$ cat src/rtl/sregs_pkg.sv
// Shared definitions for the pcpu special-register file.
//   - SR_* : sr_sel encodings of the architected special registers
//   - MODE_* : bit positions inside the MODE register {IE, INA, SUP}
//   - sr_stack_t : one interrupt save-stack entry {pc, flags, mode}
// The stack entry is sized by SR_DW/SR_FW; the register file's DW/FW
// parameters default to these values and must stay equal to them.
package sregs_pkg;

  localparam int SR_DW = 16;
  localparam int SR_FW = 5;

  localparam int SR_MODE   = 1;
  localparam int SR_BOOT   = 2;
  localparam int SR_EPC    = 3;
  localparam int SR_FLAGS  = 4;
  localparam int SR_IMASK  = 5;
  localparam int SR_IPEND  = 6;
  localparam int SR_ICAUSE = 7;
  localparam int SR_IPRIO  = 8;

  localparam int MODE_W   = 3;
  localparam int MODE_SUP = 0;
  localparam int MODE_INA = 1;
  localparam int MODE_IE  = 2;

  // Depth counter wide enough for up to 8 nested entries.
  localparam int DEPTH_W = 4;
  localparam int CAUSE_W = 4;

  typedef struct packed {
    logic [SR_DW-1:0]  pc;
    logic [SR_FW-1:0]  flags;
    logic [MODE_W-1:0] mode;
  } sr_stack_t;

endpackage

$ cat src/rtl/irq_prio_enc.sv
// Fixed-priority encoder: the lowest set bit of req wins.
//   req   in  N   request vector
//   valid out 1   any request set
//   idx   out IW  index of the winning request (0 when none)
module irq_prio_enc #(
  parameter int N  = 4,
  parameter int IW = 4
) (
  input  logic [N-1:0]  req,
  output logic          valid,
  output logic [IW-1:0] idx
);

  // NOTE: every output of a combinational block gets a default before any
  // conditional assignment, otherwise synthesis infers a latch.
  always_comb begin
    valid = |req;
    idx   = '0;
    // Scan downwards so the lowest set index is the last one written.
    for (int i = N - 1; i >= 0; i--) begin
      if (req[i]) idx = IW'(i);
    end
  end

endmodule

$ cat src/rtl/sregs_irq_nest.sv
// Special-register file for the pcpu core with nested interrupts.
// Holds MODE/BOOT/FLAGS plus interrupt mask, pending, cause and a save stack
// of {pc, flags, mode} so handlers can nest and return.
//
// Ports:
//   clk, rst            clock; asynchronous active-high reset
//   sr_we/sr_sel/sr_in  special-register write port
//   sr_out              combinational read data for sr_sel
//   boot_commit         copies the boot buffer into boot_mode
//   boot_mode, instr_mem_over, supervisor, irq_en   mode status outputs
//   irq_lines           raw interrupt requests (edge detected)
//   instr_boundary      core may be interrupted this cycle
//   pc_next             PC saved on an interrupt take
//   irq_take/irq_vec    registered pulse + vector to the PC unit
//   iret                return-from-interrupt request
//   ret_valid/ret_pc    registered pulse + popped PC to the PC unit
//   alu_flags_in/alu_flags_ie/alu_flags   ALU flag update and current flags
//
// Build option: define SREGS_IRQ_PRIO_EN to add the IPRIO register at
// sr_sel 8; lines with IPRIO=1 then win over lines with IPRIO=0.
module sregs_irq_nest
  import sregs_pkg::*;
#(
  parameter int              DW         = SR_DW,
  parameter int              IRQ_N      = 4,
  parameter int              NEST_DEPTH = 2,
  parameter int              FW         = SR_FW,
  parameter logic [DW-1:0]   VEC_BASE   = 16'h0010
) (
  input  logic             clk,
  input  logic             rst,
  input  logic             sr_we,
  input  logic [DW-1:0]    sr_sel,
  input  logic [DW-1:0]    sr_in,
  output logic [DW-1:0]    sr_out,
  input  logic             boot_commit,
  output logic             boot_mode,
  output logic             instr_mem_over,
  output logic             supervisor,
  output logic             irq_en,
  input  logic [IRQ_N-1:0] irq_lines,
  input  logic             instr_boundary,
  input  logic [DW-1:0]    pc_next,
  output logic             irq_take,
  output logic [DW-1:0]    irq_vec,
  input  logic             iret,
  output logic             ret_valid,
  output logic [DW-1:0]    ret_pc,
  input  logic [FW-1:0]    alu_flags_in,
  input  logic             alu_flags_ie,
  output logic [FW-1:0]    alu_flags
);

  logic [MODE_W-1:0]  mode_q, mode_d;
  logic               boot_buf_q, boot_buf_d;
  logic               boot_mode_q, boot_mode_d;
  logic [FW-1:0]      flags_q, flags_d;
  logic [IRQ_N-1:0]   irq_q, irq_prev_q;
  logic [IRQ_N-1:0]   imask_q, imask_d;
  logic [IRQ_N-1:0]   ipend_q, ipend_d;
  logic [CAUSE_W-1:0] cause_q, cause_d;
  logic               err_q, err_d;
  logic [DEPTH_W-1:0] depth_q, depth_d;
  sr_stack_t          stack_q [NEST_DEPTH];
  sr_stack_t          stack_d [NEST_DEPTH];
  logic               irq_take_q, irq_take_d;
  logic [DW-1:0]      irq_vec_q, irq_vec_d;
  logic               ret_valid_q, ret_valid_d;
  logic [DW-1:0]      ret_pc_q, ret_pc_d;
`ifdef SREGS_IRQ_PRIO_EN
  logic [IRQ_N-1:0]   iprio_q, iprio_d;
  logic               wr_iprio;
`endif

  logic               wr_mode, wr_boot, wr_epc, wr_flags;
  logic               wr_imask, wr_ipend, wr_icause;
  logic [IRQ_N-1:0]   rise, eligible, enc_req;
  logic               has_entry, has_room;
  logic               win_valid, take, pop;
  logic [CAUSE_W-1:0] win_idx;
  sr_stack_t          top_entry;

  assign wr_mode   = sr_we && (sr_sel == DW'(SR_MODE));
  assign wr_boot   = sr_we && (sr_sel == DW'(SR_BOOT));
  assign wr_epc    = sr_we && (sr_sel == DW'(SR_EPC));
  assign wr_flags  = sr_we && (sr_sel == DW'(SR_FLAGS));
  assign wr_imask  = sr_we && (sr_sel == DW'(SR_IMASK));
  assign wr_ipend  = sr_we && (sr_sel == DW'(SR_IPEND));
  assign wr_icause = sr_we && (sr_sel == DW'(SR_ICAUSE));
`ifdef SREGS_IRQ_PRIO_EN
  assign wr_iprio  = sr_we && (sr_sel == DW'(SR_IPRIO));
`endif

  // irq_q is the synchroniser stage; the edge is seen between it and irq_prev_q.
  assign rise      = irq_q & ~irq_prev_q;
  assign has_entry = (depth_q != '0);
  assign has_room  = (depth_q < DEPTH_W'(NEST_DEPTH));

  // An iret in the same cycle blocks the take; the request stays pending.
  assign eligible = ipend_q & imask_q &
                    {IRQ_N{mode_q[MODE_IE] & instr_boundary & has_room & ~iret}};

`ifdef SREGS_IRQ_PRIO_EN
  assign enc_req = (|(eligible & iprio_q)) ? (eligible & iprio_q) : eligible;
`else
  assign enc_req = eligible;
`endif

  irq_prio_enc #(.N(IRQ_N), .IW(CAUSE_W)) u_prio_enc (
    .req  (enc_req),
    .valid(win_valid),
    .idx  (win_idx)
  );

  assign take = win_valid;
  assign pop  = iret && has_entry;

  // Top-of-stack entry is at index depth-1.
  always_comb begin
    top_entry = '0;
    for (int i = 0; i < NEST_DEPTH; i++) begin
      if (depth_q == DEPTH_W'(i + 1)) top_entry = stack_q[i];
    end
  end

  always_comb begin
    sr_out = '0;
    case (sr_sel)
      DW'(SR_MODE):   sr_out = DW'(mode_q);
      DW'(SR_BOOT):   sr_out = DW'(boot_buf_q);
      DW'(SR_EPC):    sr_out = has_entry ? DW'(top_entry.pc) : '0;
      DW'(SR_FLAGS):  sr_out = DW'(flags_q);
      DW'(SR_IMASK):  sr_out = DW'(imask_q);
      DW'(SR_IPEND):  sr_out = DW'(ipend_q);
      DW'(SR_ICAUSE): sr_out = DW'({err_q, 3'b000, depth_q, 4'b0000, cause_q});
`ifdef SREGS_IRQ_PRIO_EN
      DW'(SR_IPRIO):  sr_out = DW'(iprio_q);
`endif
      default:        sr_out = '0;
    endcase
  end

  always_comb begin
    // Mode: software write (supervisor only), then take/pop override it.
    mode_d = mode_q;
    if (wr_mode && mode_q[MODE_SUP]) mode_d = sr_in[MODE_W-1:0];
    if (take) begin
      mode_d           = mode_q;
      mode_d[MODE_SUP] = 1'b1;
      mode_d[MODE_IE]  = 1'b0;
    end else if (pop) begin
      mode_d = top_entry.mode;
    end

    // Flags: ALU beats software; take keeps the saved value, pop restores.
    flags_d = flags_q;
    if (wr_flags)     flags_d = sr_in[FW-1:0];
    if (alu_flags_ie) flags_d = alu_flags_in;
    if (take)         flags_d = flags_q;
    else if (pop)     flags_d = top_entry.flags;

    boot_buf_d  = wr_boot ? sr_in[0] : boot_buf_q;
    boot_mode_d = boot_commit ? boot_buf_q : boot_mode_q;

    imask_d = wr_imask ? sr_in[IRQ_N-1:0] : imask_q;
`ifdef SREGS_IRQ_PRIO_EN
    iprio_d = wr_iprio ? sr_in[IRQ_N-1:0] : iprio_q;
`endif

    // Pending: clears first, new edges last so a simultaneous set wins.
    ipend_d = ipend_q;
    if (wr_ipend) ipend_d = ipend_d & ~sr_in[IRQ_N-1:0];
    for (int i = 0; i < IRQ_N; i++) begin
      if (take && (win_idx == CAUSE_W'(i))) ipend_d[i] = 1'b0;
    end
    ipend_d = ipend_d | rise;

    cause_d = take ? win_idx : cause_q;

    err_d = err_q;
    if (wr_icause)            err_d = 1'b0;
    if (iret && !has_entry)   err_d = 1'b1;

    depth_d = depth_q;
    if (take)     depth_d = depth_q + 1'b1;
    else if (pop) depth_d = depth_q - 1'b1;

    // Push lands at index depth; an EPC write edits the current top only.
    for (int i = 0; i < NEST_DEPTH; i++) begin
      stack_d[i] = stack_q[i];
      if (take && (depth_q == DEPTH_W'(i))) begin
        stack_d[i].pc    = pc_next;
        stack_d[i].flags = flags_q;
        stack_d[i].mode  = mode_q;
      end else if (wr_epc && (depth_q == DEPTH_W'(i + 1))) begin
        stack_d[i].pc = sr_in;
      end
    end

    irq_take_d  = take;
    irq_vec_d   = take ? (VEC_BASE + DW'({win_idx, 2'b00})) : irq_vec_q;
    ret_valid_d = pop;
    ret_pc_d    = pop ? top_entry.pc : ret_pc_q;
  end

  // NOTE: state is updated only with non-blocking assignments so every flop
  // samples the pre-edge values regardless of statement order.
  always_ff @(posedge clk or posedge rst) begin
    if (rst) begin
      mode_q      <= 3'b001;
      boot_buf_q  <= 1'b1;
      boot_mode_q <= 1'b1;
      flags_q     <= '0;
      irq_q       <= '0;
      irq_prev_q  <= '0;
      imask_q     <= '0;
      ipend_q     <= '0;
      cause_q     <= '0;
      err_q       <= 1'b0;
      depth_q     <= '0;
      // NOTE: the save stack is a handful of flops, not a RAM, so it is
      // reset with everything else and a reset mid-handler leaves no stale entries.
      for (int i = 0; i < NEST_DEPTH; i++) stack_q[i] <= '0;
      irq_take_q  <= 1'b0;
      irq_vec_q   <= '0;
      ret_valid_q <= 1'b0;
      ret_pc_q    <= '0;
`ifdef SREGS_IRQ_PRIO_EN
      iprio_q     <= '0;
`endif
    end else begin
      mode_q      <= mode_d;
      boot_buf_q  <= boot_buf_d;
      boot_mode_q <= boot_mode_d;
      flags_q     <= flags_d;
      irq_q       <= irq_lines;
      irq_prev_q  <= irq_q;
      imask_q     <= imask_d;
      ipend_q     <= ipend_d;
      cause_q     <= cause_d;
      err_q       <= err_d;
      depth_q     <= depth_d;
      for (int i = 0; i < NEST_DEPTH; i++) stack_q[i] <= stack_d[i];
      irq_take_q  <= irq_take_d;
      irq_vec_q   <= irq_vec_d;
      ret_valid_q <= ret_valid_d;
      ret_pc_q    <= ret_pc_d;
`ifdef SREGS_IRQ_PRIO_EN
      iprio_q     <= iprio_d;
`endif
    end
  end

  assign boot_mode      = boot_mode_q;
  assign instr_mem_over = mode_q[MODE_INA];
  assign supervisor     = mode_q[MODE_SUP];
  assign irq_en         = mode_q[MODE_IE];
  assign irq_take       = irq_take_q;
  assign irq_vec        = irq_vec_q;
  assign ret_valid      = ret_valid_q;
  assign ret_pc         = ret_pc_q;
  assign alu_flags      = flags_q;

endmodule

$ cat config.mk
export PLATFORM = sky130hd
export DESIGN_NAME = sregs_irq_nest
export DESIGN_NICKNAME = d
export VERILOG_FILES = /design/src/rtl/sregs_pkg.sv /design/src/rtl/irq_prio_enc.sv /design/src/rtl/sregs_irq_nest.sv
export SDC_FILE = /design/constraint.sdc
export NUM_CORES = 1
export LEC_CHECK = 0
export ABC_AREA = 1
export CORE_UTILIZATION = 49
export DETAILED_ROUTE_END_ITERATION = 16
export MAX_ROUTING_LAYER = met4
export PLACE_DENSITY = 0.78
export SYNTH_ARGS = -nofsm -noshare
export SYNTH_HDL_FRONTEND = slang
export SYNTH_SLANG_ARGS = --single-unit
$ cat constraint.sdc
create_clock -name clk -period 3.6 [get_ports clk]
set_input_delay 0.72 -clock clk [delete_from_list [all_inputs] [get_ports clk]]
set_output_delay 0.72 -clock clk [all_outputs]
set_load 0.02 [all_outputs]
==> metrics.cfg <==
[setup_path]
reg2reg_setup_slack_ns=1.52
crit_type=in -> out
worst_r2r_endpoint=stack_q[16]
crit_arrival_ns=2.74
cp_max_fo=7
cp.required_ns=2.88
cp-end-kind=primary output
rr_worst_depth=8
worstSetupStartpointType=input pin
rr_startpoint=depth_q[0]

[sta]
fin_setup_tns_ns=0
finalHoldViolations=0
worst_slew_pin_slew_ns=0.674
slew_viol_final=0
fin_skew_ns=0.0119
slew_headroom_pct=55.1
min_period_ns=3.46
rsz0062_at_grt=false
fmax_mhz=289
finalCritPeriodShare_pct=96.2
setup_viol=0

[power_and_ir_drop]
peakVddDrop_mv=0.207
p_leak_nw=3.26
p_per_area_nw_per_um2=404

[clock_network]
htreeDepth=3
path_clk_slew_ns=0.10
tritoncts=built
max-clock-path-buffers=2
cts.sinks=100
clkLatencyLatePin_ns=0.36
cts_root_buf=clkbuf_8
cts-buffers-inserted=9

[yosys]
ys_seq_area_share_pct=46.3
synth_top_family_by_area=simple AND/OR/NAND/NOR gates
yosysWarningCount=0
synth_top_area_share_pct=44.9
synth-compound-area-share_pct=8.14
synth_area_per_cell_sq_um=7.83
synth-seq-cells=100
synth_cell_types=32
syn_inst=691
synth_xor_area_share_pct=0.324
synth_area_sq_um=5410
muxShareOfSynthArea_pct=0.208
synth_area_leaders=dfrtp_1 45%, nand3_1 14%, nand2_1 11%
yosysTopAreaCell=dfrtp_1
synth-simple-area-share_pct=33.1
synth_fa_ha_area_share_pct=1.16

[global_route]
gr-usage-all-layers_pct=27.7
antenna_found_initial=0
grt_pass1_vias=4768
grt_overflow=0
grt_pass1_wl_um=23900
grt_start_max_net_pins=55

[die]
initial_core_util_pct=51.5
row_count=37
core-area_sq_um=10500
io-pin-count=123
dieArea_sq_um=11500
die_w_um=107
die_h_um=107

[final_layout]
fin_nets=864
synthToLayoutAreaGrowth_pct=25.2
final_core_util_pct=64.4
diodes=0
layout_common_cells=157 x nand2_1, 155 x nand3_1, 97 x dfrtp_1, 97 x clkdlybuf4s50_1, 52 x inv_1
drive_above_1_share_pct=8.13
final_common_cell=nand2_1

[detailed_routing]
dr_total_vias=5161
drc_errors=0
via_per_inst=5.51
first_pass_iters=5
drt-initial-drc-count=498
avgRoutedWirePerCell_um=15.9
wl_um=14800
drt.antenna.violating_nets=0

[hold_path]
whs_endpoint=irq_prev_q[2]
min_from=irq_q[2]
hold_path_depth=0
min_path_type=reg -> reg

[run]
cap_violations=0

[place]
gp_congestion=0.882
port_buffers=109
dp_hpwl_um=10600

[outcome]
status=finished clean

worst max-delay path, stage by stage:
cell	delay, ns
clkdlybuf4s50_1	0.40
nor2_1	0.11
nand2_1	0.12
inv_1	0.22
nand4_1	0.17
buf_4	0.19
nor2_1	0.09
nor2_1	0.06
nand3_1	0.07
clkdlybuf4s50_1	0.60
kinds of logic after synthesis:
group,Yosys count
AND/OR/NAND/NOR,392
buffers and inverters,107
flip-flops,100
AO/OA/AOI/OAI,83
adder cells (fa/ha/maj),5
XOR/XNOR,2
other,1
multiplexers,1
worst max path at each step:
stage / endpoint / from / cells past startpoint
2_1_floorplan: alu_flags[0] / rst / 1
3_3_place_gp: sr_out[11] / sr_sel[15] / 8
3_5_place_dp: sr_out[11] / sr_sel[13] / 8
4_1_cts: sr_out[4] / depth_q[0] / 9
5_1_grt: sr_out[0] / sr_sel[11] / 10
6_report: sr_out[0] / sr_sel[7] / 10
power breakdown:
| part | leakage (nW) | switching [mW] | internal, mW | total (mW) |
|---|---|---|---|---|
| logic | 1.86 | 0.479 | 0.256 | 0.736 |
| clock network | 0.0939 | 0.395 | 0.325 | 0.720 |
| registers | 1.31 | 0.0866 | 1.19 | 1.28 |
area by class of cell:
type	count	area [sq um]
fillers	946	3740
flip-flops and latches	100	2510
multi-input cells	497	2390
repair buffers	128	1280
inverters	59	235
well taps	136	170
clock buffers	11	131
clock inverters	5	60.1
metal layers:
metal  vias to the layer above  part of all wire [%]  global-route usage (%)
li1                       2464                     -                       -
met1                      2410                    44                    38.1
met2                       262                    45                    42.5
met3                        25                   8.5                    3.83
met4                         0                   1.9                    9.00
met5                         -                     0                       -
registers in the layout, summed over array words and instances, names as in the netlist, 3 cells and up:
| signal | count |
|---|---|
| alu_flags | 5 |
| irq_q | 4 |
| irq_prev_q | 4 |
| imask_q | 4 |
| depth_q | 4 |
| stack_q | 48 |
| mode_q | 3 |
| ipend_q | 4 |
| ret_pc | 16 |
Yosys cell counts (all sizes together):
cell / instances
nand2: 164
nand3: 160
dfrtp: 97
o21ai: 69
inv: 58
nor2: 50
buf: 42
nand4: 14
a21oi: 7
clkbuf: 6
ha: 5
o22ai: 5
dfstp: 3
nor3: 3
xor2: 2
a31oi: 1
clkinv: 1
conb: 1
mux2: 1
o211ai: 1
or2: 1
through the flow:
stage | std cells | setup slack, ns | total power [mW] | hold slack (ns) | instance area [sq um]
3_3_place_gp | 918 | 0.0881 | 2.00 | 0.361 | 6520
6_report | 936 | 0.136 | 2.74 | 0.387 | 6770
2_1_floorplan | 703 | 0.266 | 1.71 | 0.354 | 5450
4_1_cts | 935 | 0.0313 | 2.73 | 0.390 | 6720
5_1_grt | 936 | 0.0168 | 2.87 | 0.403 | 6770
3_5_place_dp | 918 | 0.00270 | 2.02 | 0.367 | 6520
what timing repair did:
action                     in CTS  in global routing
setup endpoints to repair       3                 15
cloned                          0                  1
buffers inserted                1                  0
hold buffers                    0                  0
pin swaps                       1                  1
gates resized for setup         2                 17
Note: power is estimated with default switching activity, not from simulation.
